## src/rtl/sd_spi_pkg.sv

```systemverilog
// rtl/sd_spi_pkg.sv - shared constants, state encoding and R1 helper for the SD SPI responder
package sd_spi_pkg;

  localparam logic [5:0] CMD0  = 6'd0;
  localparam logic [5:0] CMD8  = 6'd8;
  localparam logic [5:0] CMD16 = 6'd16;
  localparam logic [5:0] CMD17 = 6'd17;
  localparam logic [5:0] CMD41 = 6'd41;
  localparam logic [5:0] CMD55 = 6'd55;
  localparam logic [5:0] CMD58 = 6'd58;

  localparam int R1_IDLE    = 0;
  localparam int R1_ILLEGAL = 2;

  localparam logic [7:0]  TOKEN_START = 8'hFE;
  localparam logic [31:0] OCR         = 32'hC0FF8000;
  localparam int          BLOCK_BYTES = 512;

  typedef enum logic [2:0] {
    ST_CMD_WAIT,
    ST_CMD_RX,
    ST_NCR,
    ST_RESP,
    ST_GAP,
    ST_TOKEN,
    ST_DATA,
    ST_CRC
  } state_t;

  function automatic logic [7:0] r1_byte(input logic illegal, input logic idle);
    logic [7:0] r;
    r = 8'h00;
    r[R1_ILLEGAL] = illegal;
    r[R1_IDLE]    = idle;
    return r;
  endfunction

endpackage

```

## src/rtl/sd_spi_responder_if.sv

```systemverilog
// rtl/sd_spi_responder_if.sv - SD SPI link, backing-memory and command-status bundle
interface sd_spi_responder_if #(
  parameter int ADDR_W = 32
);
  logic              sd_cs_n;
  logic              sd_sclk;
  logic              sd_mosi;
  logic              sd_miso;
  logic              sd_miso_oe;
  logic              mem_rd_en;
  logic [ADDR_W-1:0] mem_addr;
  logic [7:0]        mem_rdata;
  logic              card_idle;
  logic              cmd_strobe;
  logic [5:0]        cmd_index;
  logic [31:0]       cmd_arg;

  modport master (
    output sd_cs_n, sd_sclk, sd_mosi, mem_rdata,
    input  sd_miso, sd_miso_oe, mem_rd_en, mem_addr, card_idle, cmd_strobe, cmd_index, cmd_arg
  );

  modport slave (
    input  sd_cs_n, sd_sclk, sd_mosi, mem_rdata,
    output sd_miso, sd_miso_oe, mem_rd_en, mem_addr, card_idle, cmd_strobe, cmd_index, cmd_arg
  );
endinterface

```

## src/rtl/spi_slave_byte_if.sv

```systemverilog
// rtl/spi_slave_byte_if.sv - oversampled SPI mode-0 byte engine (sync, edge detect, shift, handshake)
module spi_slave_byte_if (
  input  logic       clk,
  input  logic       rst,
  input  logic       sclk_i,
  input  logic       cs_n_i,
  input  logic       mosi_i,
  input  logic [7:0] tx_byte_i,
  output logic       rx_valid_o,
  output logic [7:0] rx_byte_o,
  output logic       cs_n_sync_o,
  output logic       miso_o,
  output logic       miso_oe_o
);

  logic [1:0] sclk_s_q, cs_s_q, mosi_s_q;
  logic       sclk_prev_q, cs_prev_q;
  logic [7:0] rx_q, tx_q;
  logic [2:0] cnt_q;
  logic       miso_q, oe_q;
  logic       rise, fall;

  assign cs_n_sync_o = cs_s_q[1];
  assign rise        = sclk_s_q[1] & ~sclk_prev_q & ~cs_s_q[1];
  assign fall        = ~sclk_s_q[1] & sclk_prev_q & ~cs_s_q[1];
  assign rx_valid_o  = rise && (cnt_q == 3'd7);
  assign rx_byte_o   = {rx_q[6:0], mosi_s_q[1]};
  assign miso_o      = miso_q;
  assign miso_oe_o   = oe_q;

  always_ff @(posedge clk or posedge rst) begin
    if (rst) begin
      sclk_s_q    <= 2'b00;
      cs_s_q      <= 2'b11;
      mosi_s_q    <= 2'b11;
      sclk_prev_q <= 1'b0;
      cs_prev_q   <= 1'b1;
      rx_q        <= 8'h00;
      tx_q        <= 8'hFF;
      cnt_q       <= 3'd0;
      miso_q      <= 1'b1;
      oe_q        <= 1'b0;
    end else begin
      sclk_s_q    <= {sclk_s_q[0], sclk_i};
      cs_s_q      <= {cs_s_q[0], cs_n_i};
      mosi_s_q    <= {mosi_s_q[0], mosi_i};
      sclk_prev_q <= sclk_s_q[1];
      cs_prev_q   <= cs_s_q[1];
      if (cs_s_q[1]) begin
        oe_q   <= 1'b0;
        miso_q <= 1'b1;
        cnt_q  <= 3'd0;
        tx_q   <= 8'hFF;
      end else begin
        if (cs_prev_q) begin
          tx_q <= 8'hFF;
          oe_q <= 1'b1;
        end
        if (rise) begin
          rx_q  <= rx_byte_o;
          cnt_q <= cnt_q + 3'd1;
          if (cnt_q == 3'd7) tx_q <= tx_byte_i;
        end
        // The byte loaded on the 8th rise shows its MSB on the very next fall.
        if (fall) begin
          miso_q <= tx_q[7];
          tx_q   <= {tx_q[6:0], 1'b1};
        end
      end
    end
  end

endmodule

```

## src/rtl/sd_spi_responder.sv

```systemverilog
// rtl/sd_spi_responder.sv - SPI-mode SD card responder: command framing, R1/R3/R7, CMD17 block reads
module sd_spi_responder
  import sd_spi_pkg::*;
#(
  parameter int ADDR_W       = 32,
  parameter int MEM_LAT      = 1,
  parameter int NAC_BYTES    = 1,
  parameter int ACMD41_COUNT = 2
) (
  input logic              clk,
  input logic              rst,
  sd_spi_responder_if.slave bus
);

  logic              rx_valid, cs_n_sync, miso, miso_oe;
  logic [7:0]        rx_byte, tx_byte;
  state_t            state_q, state_d;
  logic [8:0]        cnt_q, cnt_d, rd_off;
  logic [5:0]        idx_q, idx_d, cmd_index_q, cmd_index_d;
  logic [31:0]       arg_q, arg_d, cmd_arg_q, cmd_arg_d;
  logic              strobe_q, strobe_d, idle_q, idle_d, app_q, app_d, read_q, read_d;
  logic              idle_n, rd_en_q, rd_en_d;
  logic [3:0]        a41_q, a41_d, a41_n;
  logic [39:0]       resp_q, resp_d;
  logic [2:0]        last_q, last_d, lat_q;
  logic [7:0]        data_q;
  logic [ADDR_W-1:0] addr_q, rd_addr;

  spi_slave_byte_if u_byte (
    .clk        (clk),
    .rst        (rst),
    .sclk_i     (bus.sd_sclk),
    .cs_n_i     (bus.sd_cs_n),
    .mosi_i     (bus.sd_mosi),
    .tx_byte_i  (tx_byte),
    .rx_valid_o (rx_valid),
    .rx_byte_o  (rx_byte),
    .cs_n_sync_o(cs_n_sync),
    .miso_o     (miso),
    .miso_oe_o  (miso_oe)
  );

  assign rd_addr = ADDR_W'({cmd_arg_q, 9'b0}) + ADDR_W'(rd_off);

  // tx_byte is the first byte of whichever phase the completed host byte moves us into.
  always_comb begin
    state_d = state_q;  cnt_d = cnt_q;  idx_d = idx_q;  arg_d = arg_q;
    cmd_index_d = cmd_index_q;  cmd_arg_d = cmd_arg_q;  strobe_d = 1'b0;
    idle_d = idle_q;  app_d = app_q;  a41_d = a41_q;  resp_d = resp_q;
    last_d = last_q;  read_d = read_q;  rd_en_d = 1'b0;  rd_off = 9'd0;
    tx_byte = 8'hFF;  a41_n = a41_q;  idle_n = idle_q;
    if (cs_n_sync) begin
      state_d = ST_CMD_WAIT;
      cnt_d   = 9'd0;
    end else if (rx_valid) begin
      case (state_q)
        ST_CMD_WAIT: if (rx_byte[7:6] == 2'b01) begin
          idx_d = rx_byte[5:0];  cnt_d = 9'd0;  state_d = ST_CMD_RX;
        end
        ST_CMD_RX: if (cnt_q != 9'd4) begin
          arg_d = {arg_q[23:0], rx_byte};  cnt_d = cnt_q + 9'd1;
        end else begin
          strobe_d = 1'b1;  cmd_index_d = idx_q;  cmd_arg_d = arg_q;
          app_d = 1'b0;  last_d = 3'd0;  read_d = 1'b0;  state_d = ST_NCR;
          resp_d = {r1_byte(1'b0, idle_q), 32'h0};
          case (idx_q)
            CMD0: begin
              idle_d = 1'b1;  a41_d = 4'd0;  resp_d = {r1_byte(1'b0, 1'b1), 32'h0};
            end
            CMD8: begin
              resp_d = {r1_byte(1'b0, idle_q), 16'h0, 4'h0, arg_q[11:8], arg_q[7:0]};
              last_d = 3'd4;
            end
            CMD55: app_d = 1'b1;
            CMD41: if (app_q) begin
              a41_n  = (a41_q == 4'(ACMD41_COUNT)) ? a41_q : a41_q + 4'd1;
              idle_n = (a41_n == 4'(ACMD41_COUNT)) ? 1'b0 : idle_q;
              a41_d  = a41_n;  idle_d = idle_n;
              resp_d = {r1_byte(1'b0, idle_n), 32'h0};
            end else begin
              resp_d = {r1_byte(1'b1, idle_q), 32'h0};
            end
            CMD58: begin
              resp_d = {r1_byte(1'b0, idle_q), OCR};  last_d = 3'd4;
            end
            CMD16: ;
            CMD17: if (idle_q) resp_d = {r1_byte(1'b1, 1'b1), 32'h0};
                   else read_d = 1'b1;
            default: resp_d = {r1_byte(1'b1, idle_q), 32'h0};
          endcase
        end
        ST_NCR: begin
          state_d = ST_RESP;  cnt_d = 9'd0;  tx_byte = resp_q[39:32];
        end
        ST_RESP: if (cnt_q == {6'd0, last_q}) begin
          cnt_d = 9'd0;
          if (read_q) begin
            state_d = ST_GAP;  rd_en_d = 1'b1;
          end else begin
            state_d = ST_CMD_WAIT;
          end
        end else begin
          cnt_d = cnt_q + 9'd1;  tx_byte = resp_q[31:24];  resp_d = {resp_q[31:0], 8'h00};
        end
        ST_GAP: if (cnt_q == 9'(NAC_BYTES - 1)) begin
          state_d = ST_TOKEN;  tx_byte = TOKEN_START;
        end else begin
          cnt_d = cnt_q + 9'd1;
        end
        ST_TOKEN: begin
          state_d = ST_DATA;  cnt_d = 9'd0;  tx_byte = data_q;  rd_en_d = 1'b1;  rd_off = 9'd1;
        end
        ST_DATA: if (cnt_q == 9'(BLOCK_BYTES - 1)) begin
          state_d = ST_CRC;  cnt_d = 9'd0;
        end else begin
          cnt_d = cnt_q + 9'd1;  tx_byte = data_q;
          if (cnt_q < 9'(BLOCK_BYTES - 2)) begin
            rd_en_d = 1'b1;  rd_off = cnt_q + 9'd2;
          end
        end
        ST_CRC: if (cnt_q == 9'd1) state_d = ST_CMD_WAIT;
                else cnt_d = cnt_q + 9'd1;
        default: state_d = ST_CMD_WAIT;
      endcase
    end
  end

  always_ff @(posedge clk or posedge rst) begin
    if (rst) begin
      state_q <= ST_CMD_WAIT;  cnt_q <= 9'd0;  idx_q <= 6'd0;  arg_q <= 32'h0;
      cmd_index_q <= 6'd0;  cmd_arg_q <= 32'h0;  strobe_q <= 1'b0;
      idle_q <= 1'b1;  app_q <= 1'b0;  a41_q <= 4'd0;  resp_q <= 40'h0;
      last_q <= 3'd0;  read_q <= 1'b0;  rd_en_q <= 1'b0;  addr_q <= '0;
      lat_q <= 3'd0;  data_q <= 8'hFF;
    end else begin
      state_q <= state_d;  cnt_q <= cnt_d;  idx_q <= idx_d;  arg_q <= arg_d;
      cmd_index_q <= cmd_index_d;  cmd_arg_q <= cmd_arg_d;  strobe_q <= strobe_d;
      idle_q <= idle_d;  app_q <= app_d;  a41_q <= a41_d;  resp_q <= resp_d;
      last_q <= last_d;  read_q <= read_d;  rd_en_q <= rd_en_d;
      if (rd_en_d) addr_q <= rd_addr;
      // Reads are a full byte time apart, so a single latency countdown suffices.
      if (rd_en_q) lat_q <= 3'(MEM_LAT);
      else if (lat_q != 3'd0) lat_q <= lat_q - 3'd1;
      if (lat_q == 3'd1) data_q <= bus.mem_rdata;
    end
  end

  assign bus.sd_miso    = miso;
  assign bus.sd_miso_oe = miso_oe;
  assign bus.mem_rd_en  = rd_en_q;
  assign bus.mem_addr   = addr_q;
  assign bus.card_idle  = idle_q;
  assign bus.cmd_strobe = strobe_q;
  assign bus.cmd_index  = cmd_index_q;
  assign bus.cmd_arg    = cmd_arg_q;

endmodule

```

## src/flat_wrapper.sv

```systemverilog
// flat-port wrapper written by rule: the top's interface ports become plain ports
module sd_spi_responder_flat import sd_spi_pkg::*;
#(
  parameter int ADDR_W       = 32,
  parameter int MEM_LAT      = 1,
  parameter int NAC_BYTES    = 1,
  parameter int ACMD41_COUNT = 2
)
  (clk, rst, bus_sd_cs_n, bus_sd_sclk, bus_sd_mosi, bus_mem_rdata, bus_sd_miso, bus_sd_miso_oe, bus_mem_rd_en, bus_mem_addr, bus_card_idle, bus_cmd_strobe, bus_cmd_index, bus_cmd_arg);
  sd_spi_responder_if #(.ADDR_W(ADDR_W)) bus_i ();
  input logic clk;
  input logic rst;
  input wire logic [$bits(bus_i.sd_cs_n)-1:0] bus_sd_cs_n;
  input wire logic [$bits(bus_i.sd_sclk)-1:0] bus_sd_sclk;
  input wire logic [$bits(bus_i.sd_mosi)-1:0] bus_sd_mosi;
  input wire logic [$bits(bus_i.mem_rdata)-1:0] bus_mem_rdata;
  output wire logic [$bits(bus_i.sd_miso)-1:0] bus_sd_miso;
  output wire logic [$bits(bus_i.sd_miso_oe)-1:0] bus_sd_miso_oe;
  output wire logic [$bits(bus_i.mem_rd_en)-1:0] bus_mem_rd_en;
  output wire logic [$bits(bus_i.mem_addr)-1:0] bus_mem_addr;
  output wire logic [$bits(bus_i.card_idle)-1:0] bus_card_idle;
  output wire logic [$bits(bus_i.cmd_strobe)-1:0] bus_cmd_strobe;
  output wire logic [$bits(bus_i.cmd_index)-1:0] bus_cmd_index;
  output wire logic [$bits(bus_i.cmd_arg)-1:0] bus_cmd_arg;
  assign bus_i.sd_cs_n = bus_sd_cs_n;
  assign bus_i.sd_sclk = bus_sd_sclk;
  assign bus_i.sd_mosi = bus_sd_mosi;
  assign bus_i.mem_rdata = bus_mem_rdata;
  assign bus_sd_miso = bus_i.sd_miso;
  assign bus_sd_miso_oe = bus_i.sd_miso_oe;
  assign bus_mem_rd_en = bus_i.mem_rd_en;
  assign bus_mem_addr = bus_i.mem_addr;
  assign bus_card_idle = bus_i.card_idle;
  assign bus_cmd_strobe = bus_i.cmd_strobe;
  assign bus_cmd_index = bus_i.cmd_index;
  assign bus_cmd_arg = bus_i.cmd_arg;
  sd_spi_responder #(.ADDR_W(ADDR_W), .MEM_LAT(MEM_LAT), .NAC_BYTES(NAC_BYTES), .ACMD41_COUNT(ACMD41_COUNT)) u_core (.clk(clk), .rst(rst), .bus(bus_i));
endmodule
```

## config.mk

```make
export PLATFORM = sky130hd
export DESIGN_NAME = sd_spi_responder_flat
export DESIGN_NICKNAME = d
export VERILOG_FILES = /design/src/rtl/sd_spi_pkg.sv /design/src/rtl/sd_spi_responder_if.sv /design/src/rtl/spi_slave_byte_if.sv /design/src/rtl/sd_spi_responder.sv /design/src/flat_wrapper.sv
export SDC_FILE = /design/constraint.sdc
export NUM_CORES = 1
export LEC_CHECK = 0
export BUFFER_PORTS_ARGS = -buffer_cell sky130_fd_sc_hd__buf_2
export CAP_MARGIN = 30
export CORE_UTILIZATION = 45
export CTS_BUF_LIST = sky130_fd_sc_hd__clkbuf_16
export DETAILED_ROUTE_END_ITERATION = 7
export HOLD_SLACK_MARGIN = 0.08
export PLACE_DENSITY = 0.72
export SLEW_MARGIN = 25
export SYNTH_ARGS = -nofsm -noshare
export SYNTH_HDL_FRONTEND = slang
export SYNTH_HIERARCHICAL = 1
export SYNTH_SLANG_ARGS = --single-unit
```

## constraint.sdc

```tcl
create_clock -name clk -period 7.2 [get_ports clk]
set_input_delay 0.72 -clock clk [delete_from_list [all_inputs] [get_ports clk]]
set_output_delay 0.72 -clock clk [all_outputs]
set_load 0.05 [all_outputs]
```

# ---- Word level (Yosys, flattened, before mapping)
# Cells that the tools add are included.
dict set report totals {
  reg_bits 211
  out_inout_bits 75
  word_cells 168
  input_bits 13
}
dict set report classes {
  n_reduce_logical 23
  n_mux 69
  add_sub_neg 6
  n_eq_ne 34
  order_cmp 1
  bitwise 8
}
# operator n
set op_table {}
lappend op_table {{one-hot mux 40 bit (6 select lines)} 1}
lappend op_table {{two-way mux 9 bit} 12}
lappend op_table {{two-way mux 40 bit} 2}
lappend op_table {{one-hot mux 40 bit (2 select lines)} 1}
lappend op_table {{two-way mux 35 bit} 2}
lappend op_table {{two-way mux 8 bit} 8}
lappend op_table {{one-hot mux 9 bit (7 select lines)} 1}
lappend op_table {{two-way mux 3 bit} 14}
lappend op_table {{one-hot mux 8 bit (5 select lines)} 1}
lappend op_table {{adder 32 x 9 -> 32 bit} 1}
lappend op_table {{one-hot mux 3 bit (8 select lines)} 1}
lappend op_table {{two-way mux 1 bit} 20}
lappend op_table {{equality test 6 bit (second input constant)} 3}
lappend op_table {{!= test 3 x 2 -> 1 bit (second input constant)} 6}
lappend op_table {{one-hot mux 9 bit (2 select lines)} 1}
lappend op_table {{equality test 3 bit (second input constant)} 5}
lappend op_table {{nonzero test 2 bit} 7}
lappend op_table {{equality test 6 x 5 -> 1 bit (second input constant)} 2}
lappend op_table {{AND reduction 4 bit} 3}
lappend op_table {{AND reduction 5 bit} 2}
lappend op_table {{adder 9 x 1 -> 9 bit (second input constant)} 1}
lappend op_table {{adder 9 x 2 -> 9 bit (second input constant)} 1}
lappend op_table {{equality test 9 x 1 -> 1 bit (second input constant)} 1}
lappend op_table {{equality test 9 x 3 -> 1 bit} 1}
lappend op_table {{29 further kinds} 44}

# ---- Logic depth before layout (Yosys ltp)
# Gate-level depths: netlist of the first run.
dict set report logic_depth {
  word_depth 9
  mapped_depth 13
  mapped_depth_nobuf 13
}

# ---- Cells and area by module
# Netlist of the first run, hierarchy kept.
# module seq_area_each_um2 area_per_inst_um2 instances cells_each
set by_module_without_submodules {}
lappend by_module_without_submodules {sd_spi_responder 4540.6 8645.8 1 827}
lappend by_module_without_submodules {spi_slave_byte_if 718.2 1126.1 1 79}

# ---- Worst setup path before layout of the first run
# Ideal clock, no wire load.
dict set report synth_path {
  path_type {reg-to-reg}
  startpoint {register u_core.cnt_q[0]}
  endpoint {register u_core.addr_q[13] (netlist: u_core/bus.mem_addr[13])}
  n_path_buf 2
  t_arrival_ns 2.679
  slack_ns 4.393
  period_less_slack_ns 2.807
  setup_ns 0.128
  path_stages_with_launch 12
  path_cell_list {dfrtp_1 > ha_1 > nand3_1 > or2_2 > nor3_1 > ha_1 > or4_1 > a31o_2 > nor2b_1 > buf_4 > buf_6 > mux2_1}
}
dict set report synth_between {
  elab_chain_cells 7
  word_cells_on_any_way 16
  cone_classes {add/sub (2); order compare (1); eq/ne (2); mux (11)}
}
# item line_no
set synth_rtl {}
lappend synth_rtl {{start: declaration} sd_spi_responder.sv:18} ;# logic [8:0] cnt_q, cnt_d, rd_off;
lappend synth_rtl {{start signal: assignment} sd_spi_responder.sv:136} ;# state_q <= state_d; cnt_q <= cnt_d; idx_q <= idx_d; arg_q <= arg_d;
lappend synth_rtl {{adder 9 x 2 -> 9 bit or < comparator 9 bit (tied branches)} {sd_spi_responder.sv:118, sd_spi_responder.sv:117}}
lappend synth_rtl {{two-way mux 9 bit} sd_spi_responder.sv:117} ;# if (cnt_q < 9'(BLOCK_BYTES - 2)) begin
lappend synth_rtl {{two-way mux 9 bit} sd_spi_responder.sv:113} ;# ST_DATA: if (cnt_q == 9'(BLOCK_BYTES - 1)) begin
lappend synth_rtl {{one-hot mux 9 bit (2 select lines)} sd_spi_responder.sv:56} ;# case (state_q)
lappend synth_rtl {{two-way mux 9 bit} sd_spi_responder.sv:55} ;# end else if (rx_valid) begin
lappend synth_rtl {{two-way mux 9 bit} sd_spi_responder.sv:52} ;# if (cs_n_sync) begin
lappend synth_rtl {{adder 32 x 9 -> 32 bit} sd_spi_responder.sv:43} ;# assign rd_addr = ADDR_W'({cmd_arg_q, 9'b0}) + ADDR_W'(rd_off);
lappend synth_rtl {{end signal: assignment} sd_spi_responder.sv:140} ;# if (rd_en_d) addr_q <= rd_addr;
lappend synth_rtl {{end: declaration} sd_spi_responder.sv:27} ;# logic [ADDR_W-1:0] addr_q, rd_addr;
# Parallel ways exist; a longest one is shown, timed or not.
# A chain may end at the register's enable or synchronous reset.

# ---- Worst setup path in the final report of the first run
dict set report layout_path {
  startpoint {register u_core.u_byte.cnt_q[0]}
  endpoint {register u_core.idle_q (netlist: u_core/bus.card_idle)}
}
dict set report layout_between {
  elab_chain_cells 3
}
# item line_no
set layout_rtl {}
lappend layout_rtl {{start: declaration} spi_slave_byte_if.sv:19} ;# logic [2:0] cnt_q;
lappend layout_rtl {{start signal: assignment} spi_slave_byte_if.sv:61} ;# cnt_q <= cnt_q + 3'd1;
lappend layout_rtl {{equality test 3 bit} spi_slave_byte_if.sv:26} ;# assign rx_valid_o = rise && (cnt_q == 3'd7);
lappend layout_rtl {{logical AND 1 bit} spi_slave_byte_if.sv:26}
lappend layout_rtl {{via u_core.rx_valid} sd_spi_responder.sv:15} ;# logic rx_valid, cs_n_sync, miso, miso_oe;
lappend layout_rtl {{AND reduction 6 bit (no line)} -}
lappend layout_rtl {{end signal: assignment} sd_spi_responder.sv:132} ;# idle_q <= 1'b1; app_q <= 1'b0; a41_q <= 4'd0; resp_q <= 40'h0;
lappend layout_rtl {{end signal: assignment} sd_spi_responder.sv:138} ;# idle_q <= idle_d; app_q <= app_d; a41_q <= a41_d; resp_q <= resp_d;
lappend layout_rtl {{end: declaration} sd_spi_responder.sv:21} ;# logic strobe_q, strobe_d, idle_q, idle_d, app_q, app_d, read_q, read_d;
# The timed path passes the listed nets, and every way through them passes these cells.

==> flow_metrics.tcl, run 1 <==
set metrics [dict create \
    pwr_density_cell_mw_per_mm2 213 \
    crit_start "u_core/u_byte/cnt_q[0]" \
    post-route-period-util 0.463 \
    floorplan.die.height_um 149 \
    rows 53 \
    grt_max_degree 101 \
    hold_buffers 0 \
    worstSetupStartpointType "flop" \
    setup_viol 0 \
    root_buffer "clkbuf_16" \
    setup.worst_path.end_class "flop" \
    max_freq_ghz 0.300 \
    grt_antenna_before_repair 0 \
    p_sw_frac 0.226 \
    cts-buffers-inserted 23 \
    wirelength_um 20300 \
    r2r_cells 11 \
    skew_ps 10.6 \
    min_path_type "input port to async pin" \
    power_frac_clock 0.451 \
    dieArea_mm2 0.0223 \
    antenna_cells 0 \
    ys.flop_type "dfrtp_1" \
    post_cts_buffers 0 \
    boundaryPins 88 \
    clk_pin_slew_ps 60 \
    port_buffers 87 \
    required_ps 7640 \
    hold_viol 0 \
    syn-cell-area_mm2 0.00977 \
    post-place-cells 1206 \
    finalMaxSlewViolations 0 \
    drv_cap 0 \
    gp_congestion 0.843 \
    cts_tree "built" \
    grt_pass1_wl_um 33600 \
    drc 0 \
    coreArea_mm2 0.0212 \
    yosysTopAreaCell "dfrtp_1" \
    drive_gt1_frac 0.247 \
    critPathKind "flop to flop" \
    first_global_vias 6399 \
    place_area_mm2 0.0102 \
    slew_headroom 0.409 \
    dr.max_layer_used "met4" \
    final_cells 1248 \
    ys_seq_area_frac 0.538 \
    power_frac_seq 0.523 \
    drt_iter0_markers 521 \
    ir_drop_mv 0.170 \
    synth.top_cell.area_share 0.476 \
    internal_power_mw 1.80 \
    layout_common_cells "dfrtp_1, nand2_1, buf_2, mux2_2, inv_1" \
    cts.sinks 209 \
    ctsResizeCount 0 \
    cts_max_path_buffers 3 \
    dr.pass1.iters 5 \
    yosys-top-cells-area "dfrtp_1, mux2_2, nand2_1" \
    setup-tns-final_ps 0 \
    overflow 0 \
    via_per_inst 5.33 \
    power_mw 2.32 \
    nets 982 \
    rsz0062_at_grt "false" \
    yosysWarnings 6 \
    final.min_clock_period_ps 3330 \
    wl_met3_um 719 \
    status "finished, final reports clean" \
    switchingPower_mw 0.525 \
    synth_cell_types 69 \
    m1WireLength_um 9790 \
    fillers 1856 \
    crit_fanout 42 \
    reg2reg_slack_ps 3870 \
    synthCells 906 \
    yosys_register_bits 209 \
    cp.arrival_ps 3770 \
    pwr-share-comb 0.026 \
    avgSynthCellArea_um2 10.8 \
    area_delta_synth_final_pct 11.7 \
    ant_nets 0 \
    rr_startpoint "u_core/u_byte/cnt_q[0]" \
    mostFrequentLayoutCell "dfrtp_1" \
    initial_utilization 0.462 \
    routedWlPerCell_um 16.3 \
    async_flop_share 1.00 \
    synth_nets 931 \
    hpwl_um 13300 \
    p_leak_nw 5.28 \
    htreeDepth 1 \
    final_area_mm2 0.0109 \
    worst_pin_slew_ps 885 \
    r2r_end "u_core/bus.card_idle" \
    clock_latency_ps 520 \
    dr_wl_met2_um 9350 \
    vias 6655 \
    grt_util_all_layers 0.187 \
    synth_edf_count 0 \
    die_w_um 149 \
]
-- critical path, cell delays in order (launching register included) --
cell      delay (ps)
dfrtp_1          380
ha_1             160
ha_1             210
and4bb_2         410
or3b_2           530
nor2_1           230
nand3_1          110
buf_4            310
clkinv_1         300
buf_4            370
nand3_1          100
o21ai_0          120
-- worst max path at each step --
stage | cells past startpoint | slack (ps) | end
2_1_floorplan | 1 | 1580 | u_core/a41_q[0]
3_3_place_gp | 8 | 3690 | u_core/resp_q[11]
3_5_place_dp | 11 | 3930 | u_core/bus.card_idle
4_1_cts | 11 | 3890 | u_core/bus.card_idle
5_1_grt | 11 | 3620 | u_core/bus.card_idle
6_report | 11 | 3870 | u_core/bus.card_idle
-- synthesized netlist by cell type (all sizes together), types with 4 or more instances --
library cell  number
dfrtp            186
a31oi              4
dfstp             23
mux2              84
or2                4
o221a              7
buf               45
nor2b             12
inv               52
nand3b             6
clkbuf            26
nand2b            20
nand2            177
a22oi              7
nor4               6
nor3b              7
mux2i             35
a21o               8
nand3             18
o31ai              5
o21ai             26
or3                5
nor2              28
o22ai             12
nand4              5
ha                12
a31o               4
a21oi             18
o2bb2ai            4
a211oi             4
a22o               4
xnor2             10
nor3               7
-- state kept, by name, summed over array words and instances, names as in the netlist, 2 cells and up --
register / flops
u_core/u_byte/tx_q: 8
u_core/u_byte/rx_q: 7
u_core/bus.cmd_index: 6
u_core/u_byte/mosi_s_q: 2
u_core/state_q: 3
u_core/arg_q: 32
u_core/lat_q: 3
u_core/u_byte/cs_s_q: 2
u_core/u_byte/cnt_q: 3
u_core/u_byte/sclk_s_q: 2
u_core/cnt_q: 9
u_core/a41_q: 4
u_core/bus.cmd_arg: 32
u_core/idx_q: 6
u_core/resp_q: 40
u_core/bus.mem_addr: 32
u_core/data_q: 8
-- cell type report --
| type | count | area [um^2] | area share |
|---|---|---|---|
| sequential | 209 | 5260 | 0.482 |
| multi-input combinational | 573 | 3900 | 0.357 |
| clock buffer | 23 | 576 | 0.0527 |
| timing repair buffer | 97 | 543 | 0.0498 |
| tap | 275 | 344 | 0.0315 |
| inverter | 53 | 204 | 0.0187 |
| clock inverter | 18 | 91.3 | 0.00837 |
-- stage by stage --
stage / hold WS [ps] / utilization / setup slack (ps)
6_report: 145 / 0.516 / 3870
2_1_floorplan: 331 / - / 1580
4_1_cts: 293 / 0.515 / 3890
3_3_place_gp: 336 / 0.482 / 3690
3_5_place_dp: 338 / 0.483 / 3930
5_1_grt: 154 / 0.516 / 3620
-- logic make-up after synthesis --
group           share of synthesized area
xor+xnor                          0.00986
simple gates                        0.152
flops                               0.538
compound gates                     0.0857
fa+ha+maj                          0.0154
mux                                 0.135
buf+inv                            0.0638
-- routing by layer --
layer	track usage	vias up
met5	0	-
met1	0.275	3339
met3	0.0281	31
met2	0.288	121
li1	-	3164
met4	0.0490	0
-- power by group through the flow --
| stage | Combinational [mW] | Sequential (mW) | Clock [mW] |
|---|---|---|---|
| floorplan | 0.0399 | 1.23 | 0 |
| detailed placement | 0.0600 | 1.24 | 0 |
| finish | 0.0603 | 1.22 | 1.05 |
| CTS | 0.0604 | 1.22 | 1.07 |
| global placement | 0.0570 | 1.24 | 0 |
| global route | 0.0680 | 1.22 | 1.12 |
Note: power is estimated with default switching activity, not from simulation.
==> run 2: changes to the inputs <==
--- a/config.mk
+++ b/config.mk
@@ -5,13 +5,14 @@
 export SDC_FILE = /design/constraint.sdc
 export NUM_CORES = 1
 export LEC_CHECK = 0
+export ABC_AREA = 1
 export BUFFER_PORTS_ARGS = -buffer_cell sky130_fd_sc_hd__buf_2
 export CAP_MARGIN = 30
 export CORE_UTILIZATION = 45
 export CTS_BUF_LIST = sky130_fd_sc_hd__clkbuf_16
 export DETAILED_ROUTE_END_ITERATION = 7
 export HOLD_SLACK_MARGIN = 0.08
-export PLACE_DENSITY = 0.72
+export PLACE_DENSITY = 0.75
 export SLEW_MARGIN = 25
 export SYNTH_ARGS = -nofsm -noshare
 export SYNTH_HDL_FRONTEND = slang
==> constraint.sdc (replaced) <==
create_clock -name clk -period 2.8 [get_ports clk]
set_input_delay 0.28 -clock clk [delete_from_list [all_inputs] [get_ports clk]]
set_output_delay 0.28 -clock clk [all_outputs]
set_load 0.05 [all_outputs]
==> flow_metrics.tcl, run 2 <==
set metrics [dict create \
    status "finished, final reports clean" \
    clk_pin_slew_ps 60 \
    initial_utilization 0.463 \
    max_freq_ghz 0.396 \
    area_delta_synth_final_pct 13.5 \
    synth_nets 1187 \
    worstSetupStartpointType "flop" \
    dr.pass1.iters 6 \
    layout_common_cells "nand2_1, dfrtp_1, o21ai_0, inv_1, nand3_1" \
    grt_pass1_wl_um 35800 \
    yosysMostFrequentCell "nand2_1" \
    gp_congestion 0.881 \
    required_ps 3230 \
    synth.top_cell.area_share 0.475 \
    grt_max_degree 84 \
    ys_seq_area_frac 0.537 \
    drive_gt1_frac 0.162 \
    mostFrequentLayoutCell "nand2_1" \
    multi_input_area_mm2 0.00363 \
    seq_area_mm2 0.00526 \
    die_w_um 150 \
    reg2reg_slack_ps 280 \
    drc 0 \
    critPathKind "flop to flop" \
    place_area_mm2 0.0103 \
    finalMaxSlewViolations 0 \
    ys.flop_type "dfrtp_1" \
    hold_viol 0 \
    ir_drop_mv 0.311 \
    r2r_cells 15 \
    yosysWarnings 6 \
    rows 53 \
    rr_startpoint "u_core/u_byte/cnt_q[0]" \
    synth_cell_types 39 \
    r2r_end "u_core/u_byte/tx_q[6]" \
    cp.arrival_ps 2950 \
    antenna_cells 0 \
    cts-buffers-inserted 22 \
    nets 1256 \
    yosys_register_bits 209 \
    coreArea_mm2 0.0212 \
    via_per_inst 5.15 \
    setup.worst_path.end_class "flop" \
    drt_iter0_markers 580 \
    yosys-top-cells-area "dfrtp_1, nand2_1, o21ai_0" \
    crit_fanout 9 \
    slew_headroom 0.314 \
    htreeDepth 1 \
    rsz0062_at_grt "false" \
    power_mw 6.11 \
    root_buffer "clkbuf_16" \
    drv_cap 0 \
    crit_start "u_core/u_byte/cnt_q[0]" \
    cts.sinks 209 \
    pre_cts_slack_ps 195 \
    grt_util_all_layers 0.198 \
    skew_ps 16.9 \
    crit_end "u_core/u_byte/tx_q[6]" \
    synth_edf_count 0 \
    fillers 1911 \
    routedWlPerCell_um 14.2 \
    largest_reg_flops 40 \
    synthCells 1162 \
    regMostFlops "u_core/resp_q" \
    worst_slack_ps 277 \
    worst_pin_slew_ps 1020 \
    port_buffers 87 \
    grt_antenna_before_repair 0 \
    syn-cell-area_mm2 0.00979 \
    boundaryPins 88 \
    cts_max_path_buffers 3 \
    yosysTopAreaCell "dfrtp_1" \
    synthTopCellsByCount "nand2_1, dfrtp_1, o21ai_0, inv_1, nand3_1" \
    async_flop_share 1.00 \
    hpwl_um 15000 \
    vias 7821 \
    avgSynthCellArea_um2 8.43 \
    floorplan.die.height_um 150 \
    cts_tree "built" \
    p_leak_nw 5.62 \
    overflow 0 \
    ant_nets 0 \
    pwr_density_cell_mw_per_mm2 550 \
    final.min_clock_period_ps 2520 \
    final_area_mm2 0.0111 \
    first_global_vias 7340 \
    setup-tns-final_ps 0 \
    setup_viol 0 \
    wirelength_um 21600 \
    dieArea_mm2 0.0224 \
    post-route-period-util 0.901 \
    clock_latency_ps 500 \
    min_path_type "flop to flop" \
]
[run 2: cell types whose count changed in the layout (fill, tap and decap cells not counted), moves of 18 or more]
cell and delta:
mux2_2 -58, o21ai_1 +18, nand2b_1 -20, o21ai_0 +115, mux2i_1 -35, nand2_1 +163
nor2_1 +27, nand3_1 +77, inv_1 +60
[run 2: timing repair]
item | CTS | global route
setup buffers | 0 | 0
hold buffers | 12 | 0
gates resized for setup | 0 | 3
hold endpoints to repair | 35 | 0
setup endpoints to repair | 0 | 6
[run 2: routing by layer]
metal,vias up,wire [um],global-route usage
met3,38,1230,0.0280
met2,223,10300,0.331
met1,3709,9690,0.267
li1,3851,-,-
met5,-,0,0
met4,0,431,0.0551
[run 2: power breakdown]
| part | internal (mW) | total, mW | switching, mW |
|---|---|---|---|
| Combinational | 0.0585 | 0.191 | 0.132 |
| Sequential | 3.08 | 3.11 | 0.0321 |
| Clock | 1.66 | 2.81 | 1.15 |
| Total | 4.80 | 6.11 | 1.31 |
[run 2: per-stage QoR]
stage | util | std cells | hold slack [ps]
6_report | 0.525 | 1520 | 348
5_1_grt | 0.525 | 1520 | 352
4_1_cts | 0.525 | 1520 | 351
3_5_place_dp | 0.486 | 1470 | 337
3_3_place_gp | 0.486 | 1470 | 333
2_1_floorplan | - | 1162 | 284
[run 2: final cells by class]
cell class                 instances  share of cell area
sequential                       209               0.473
multi-input combinational        758               0.327
timing repair buffer             116              0.0637
clock buffer                      23              0.0518
inverter                         124              0.0427
tap                              275              0.0310
clock inverter                    15              0.0108
[run 2: critical path, stage by stage, from the launching register on]
cell	delay [ps]
dfrtp_1	370
ha_1	150
ha_1	290
inv_1	200
nor2_1	180
nand2_1	110
a21oi_1	200
nand3_2	200
a211oi_1	290
nand3_1	110
nand2_1	90
nand2_1	50
nand2_1	60
nand2_1	50
nand2_1	60
nand2_1	50
[run 2: cell families (layout without fill, tap and decap cells)]
family / Yosys count / count (layout) / synth area share
xor gates and xnor gates: 8 / 8 / 0.00716
DFF: 209 / 209 / 0.537
AOI/OAI and AO/OA: 195 / 195 / 0.105
adders and majority gates: 12 / 12 / 0.0153
and+or+nand+nor: 535 / 535 / 0.232
buffers and inverters: 195 / 278 / 0.0940
muxes: 8 / 8 / 0.00920
[run 2: worst min path at each step]
| stage | slack [ps] | cells past startpoint | end | start |
|---|---|---|---|---|
| floorplan | 280 | 0 | u_core/u_byte/cs_s_q[0] | bus_sd_cs_n |
| global placement | 330 | 2 | u_core/u_byte/rx_q[6] | rst |
| detailed placement | 340 | 2 | u_core/u_byte/rx_q[6] | rst |
| CTS | 350 | 0 | u_core/u_byte/sclk_s_q[1] | u_core/u_byte/sclk_s_q[0] |
| global route | 350 | 0 | u_core/u_byte/sclk_s_q[1] | u_core/u_byte/sclk_s_q[0] |
| finish | 350 | 0 | u_core/u_byte/sclk_s_q[1] | u_core/u_byte/sclk_s_q[0] |
==> run 3: changes to the inputs <==
--- a/config.mk
+++ b/config.mk
@@ -5,14 +5,13 @@
 export SDC_FILE = /design/constraint.sdc
 export NUM_CORES = 1
 export LEC_CHECK = 0
-export ABC_AREA = 1
-export BUFFER_PORTS_ARGS = -buffer_cell sky130_fd_sc_hd__buf_2
 export CAP_MARGIN = 30
 export CORE_UTILIZATION = 45
 export CTS_BUF_LIST = sky130_fd_sc_hd__clkbuf_16
 export DETAILED_ROUTE_END_ITERATION = 7
+export DONT_BUFFER_PORTS = 1
 export HOLD_SLACK_MARGIN = 0.08
-export PLACE_DENSITY = 0.75
+export PLACE_DENSITY = 0.71
 export SLEW_MARGIN = 25
 export SYNTH_ARGS = -nofsm -noshare
 export SYNTH_HDL_FRONTEND = slang
==> flow_metrics.tcl, run 3 (synthesized netlist as in run 1, its figures left out) <==
set metrics [dict create \
    required_ps 3220 \
    final_cells 1209 \
    multi_input_area_mm2 0.00392 \
    initial_utilization 0.462 \
    status "finished, final reports clean" \
    rsz0062_at_grt "false" \
    antenna_cells 0 \
    cts_tree "built" \
    largest_reg_flops 40 \
    crit_fanout 8 \
    die_w_um 149 \
    grt_antenna_before_repair 0 \
    hold_viol 0 \
    regMostFlops "u_core/resp_q" \
    first_global_vias 6587 \
    critPathSlowestCell "or3b_2" \
    cp.arrival_ps 3110 \
    final.min_clock_period_ps 2700 \
    cp_cell_sequence "ha_1, ha_1, and4bb_4, or3b_2, nor4_1, o21a_2, or2_4, buf_4, mux2_4" \
    root_buffer "clkbuf_16" \
    p_leak_nw 5.11 \
    slew_headroom 0.457 \
    gp_congestion 0.888 \
    mostFrequentLayoutCell "dfrtp_1" \
    skew_ps 29.0 \
    cts-buffers-inserted 23 \
    vias 6535 \
    setup.worst_path.end_class "flop" \
    fillers 1818 \
    seq_area_mm2 0.00526 \
    worstSetupStartpointType "flop" \
    min_path_type "input port to flop" \
    setup-tns-final_ps 0 \
    ir_drop_mv 0.403 \
    drc 0 \
    path_common_cell "ha_1" \
    nets 945 \
    cts.sinks 209 \
    critPathKind "flop to flop" \
    max_freq_ghz 0.371 \
    post-route-period-util 0.964 \
    drt_iter0_markers 382 \
    critPathBufInv 1 \
    clock_latency_ps 530 \
    routedWlPerCell_um 17.0 \
    layout_common_cells "dfrtp_1, nand2_1, mux2_2, inv_1, buf_4" \
    setup_viol 0 \
    ant_nets 0 \
    cpLargestDelayFamily "simple AND/OR/NAND/NOR gates" \
    worst_pin_slew_ps 814 \
    dr.pass1.iters 4 \
    port_buffers 0 \
    area_delta_synth_final_pct 12.9 \
    coreArea_mm2 0.0212 \
    grt_max_degree 53 \
    grt_pass1_wl_um 34100 \
    floorplan.die.height_um 149 \
    drive_gt1_frac 0.211 \
    finalMaxSlewViolations 0 \
    overflow 0 \
    drv_cap 0 \
    dieArea_mm2 0.0223 \
    via_per_inst 5.41 \
    grt_util_all_layers 0.191 \
    boundaryPins 88 \
    hpwl_um 13800 \
    wirelength_um 20500 \
    slowest_delay_ps 470 \
    rows 53 \
    htreeDepth 1 \
    clk_pin_slew_ps 60 \
    pwr_density_cell_mw_per_mm2 560 \
    cts_max_path_buffers 3 \
    post-place-cells 1154 \
]
==> run 3: cell count changes in the layout (fill, tap and decap cells not counted), sizes merged, moves of 30 or more <==
cell | before | now
buf | 104 | 47
inv | 127 | 58
mux2 | 8 | 84
mux2i | 0 | 35
nand2 | 353 | 177
nand3 | 99 | 18
nor2 | 58 | 28
o21ai | 161 | 26
==> run 3: power by group <==
part / internal, mW / leakage [nW] / total [mW] / switching, mW
clock: 1.68 / 0.365 / 2.89 / 1.20
sequential: 3.08 / 2.82 / 3.13 / 0.0519
combinational: 0.0630 / 1.92 / 0.166 / 0.103
==> run 3: routing by layer <==
metal,vias to the layer above,routed length (um),GRT usage
met1,3274,9380,0.258
met5,-,0,0
met2,135,9910,0.319
met4,0,289,0.0500
li1,3105,-,-
met3,21,963,0.0312
==> run 3: worst paths after layout <==
kind	end	cells past startpoint	from	slack [ps]
max	u_core/resp_q[32]	9	u_core/u_byte/cnt_q[0]	100
min	u_core/u_byte/cs_s_q[0]	1	bus_sd_cs_n	320
max reg2reg	u_core/resp_q[32]	9	u_core/u_byte/cnt_q[0]	100
min reg2reg	u_core/u_byte/sclk_s_q[1]	0	u_core/u_byte/sclk_s_q[0]	350
max in group asynchronous	u_core/bus.cmd_arg[28]	4	rst	1600
min in group asynchronous	u_core/bus.cmd_arg[1]	2	rst	350
==> run 3: what timing repair did <==
action,in CTS,in global routing
endpoints found under the setup margin,22,31
cloned,0,1
buffers inserted,0,3
endpoints found under the hold margin,42,0
pin swaps,0,2
hold buffers,12,0
resized for setup,1,4
==> run 3: metrics by stage <==
stage / power [mW] / hold slack (ps) / util / setup WS (ps) / instance area (um^2)
floorplan: 3.27 / 284 / - / 40.3 / 9780
global placement: 3.33 / 276 / 0.479 / 50.3 / 10100
detailed placement: 3.34 / 280 / 0.479 / -16.2 / 10100
CTS: 6.26 / 301 / 0.518 / 27.8 / 11000
global route: 6.41 / 312 / 0.522 / 18.2 / 11000
finish: 6.18 / 316 / 0.522 / 101 / 11000
==> run 3: final cells by class <==
| type | count | share of cell area |
|---|---|---|
| clock buffers | 23 | 0.0522 |
| clock inverters | 16 | 0.0130 |
| inverters | 53 | 0.0184 |
| multi-input cells | 573 | 0.356 |
| flip-flops and latches | 209 | 0.477 |
| well taps | 275 | 0.0312 |
| repair buffers | 60 | 0.0531 |
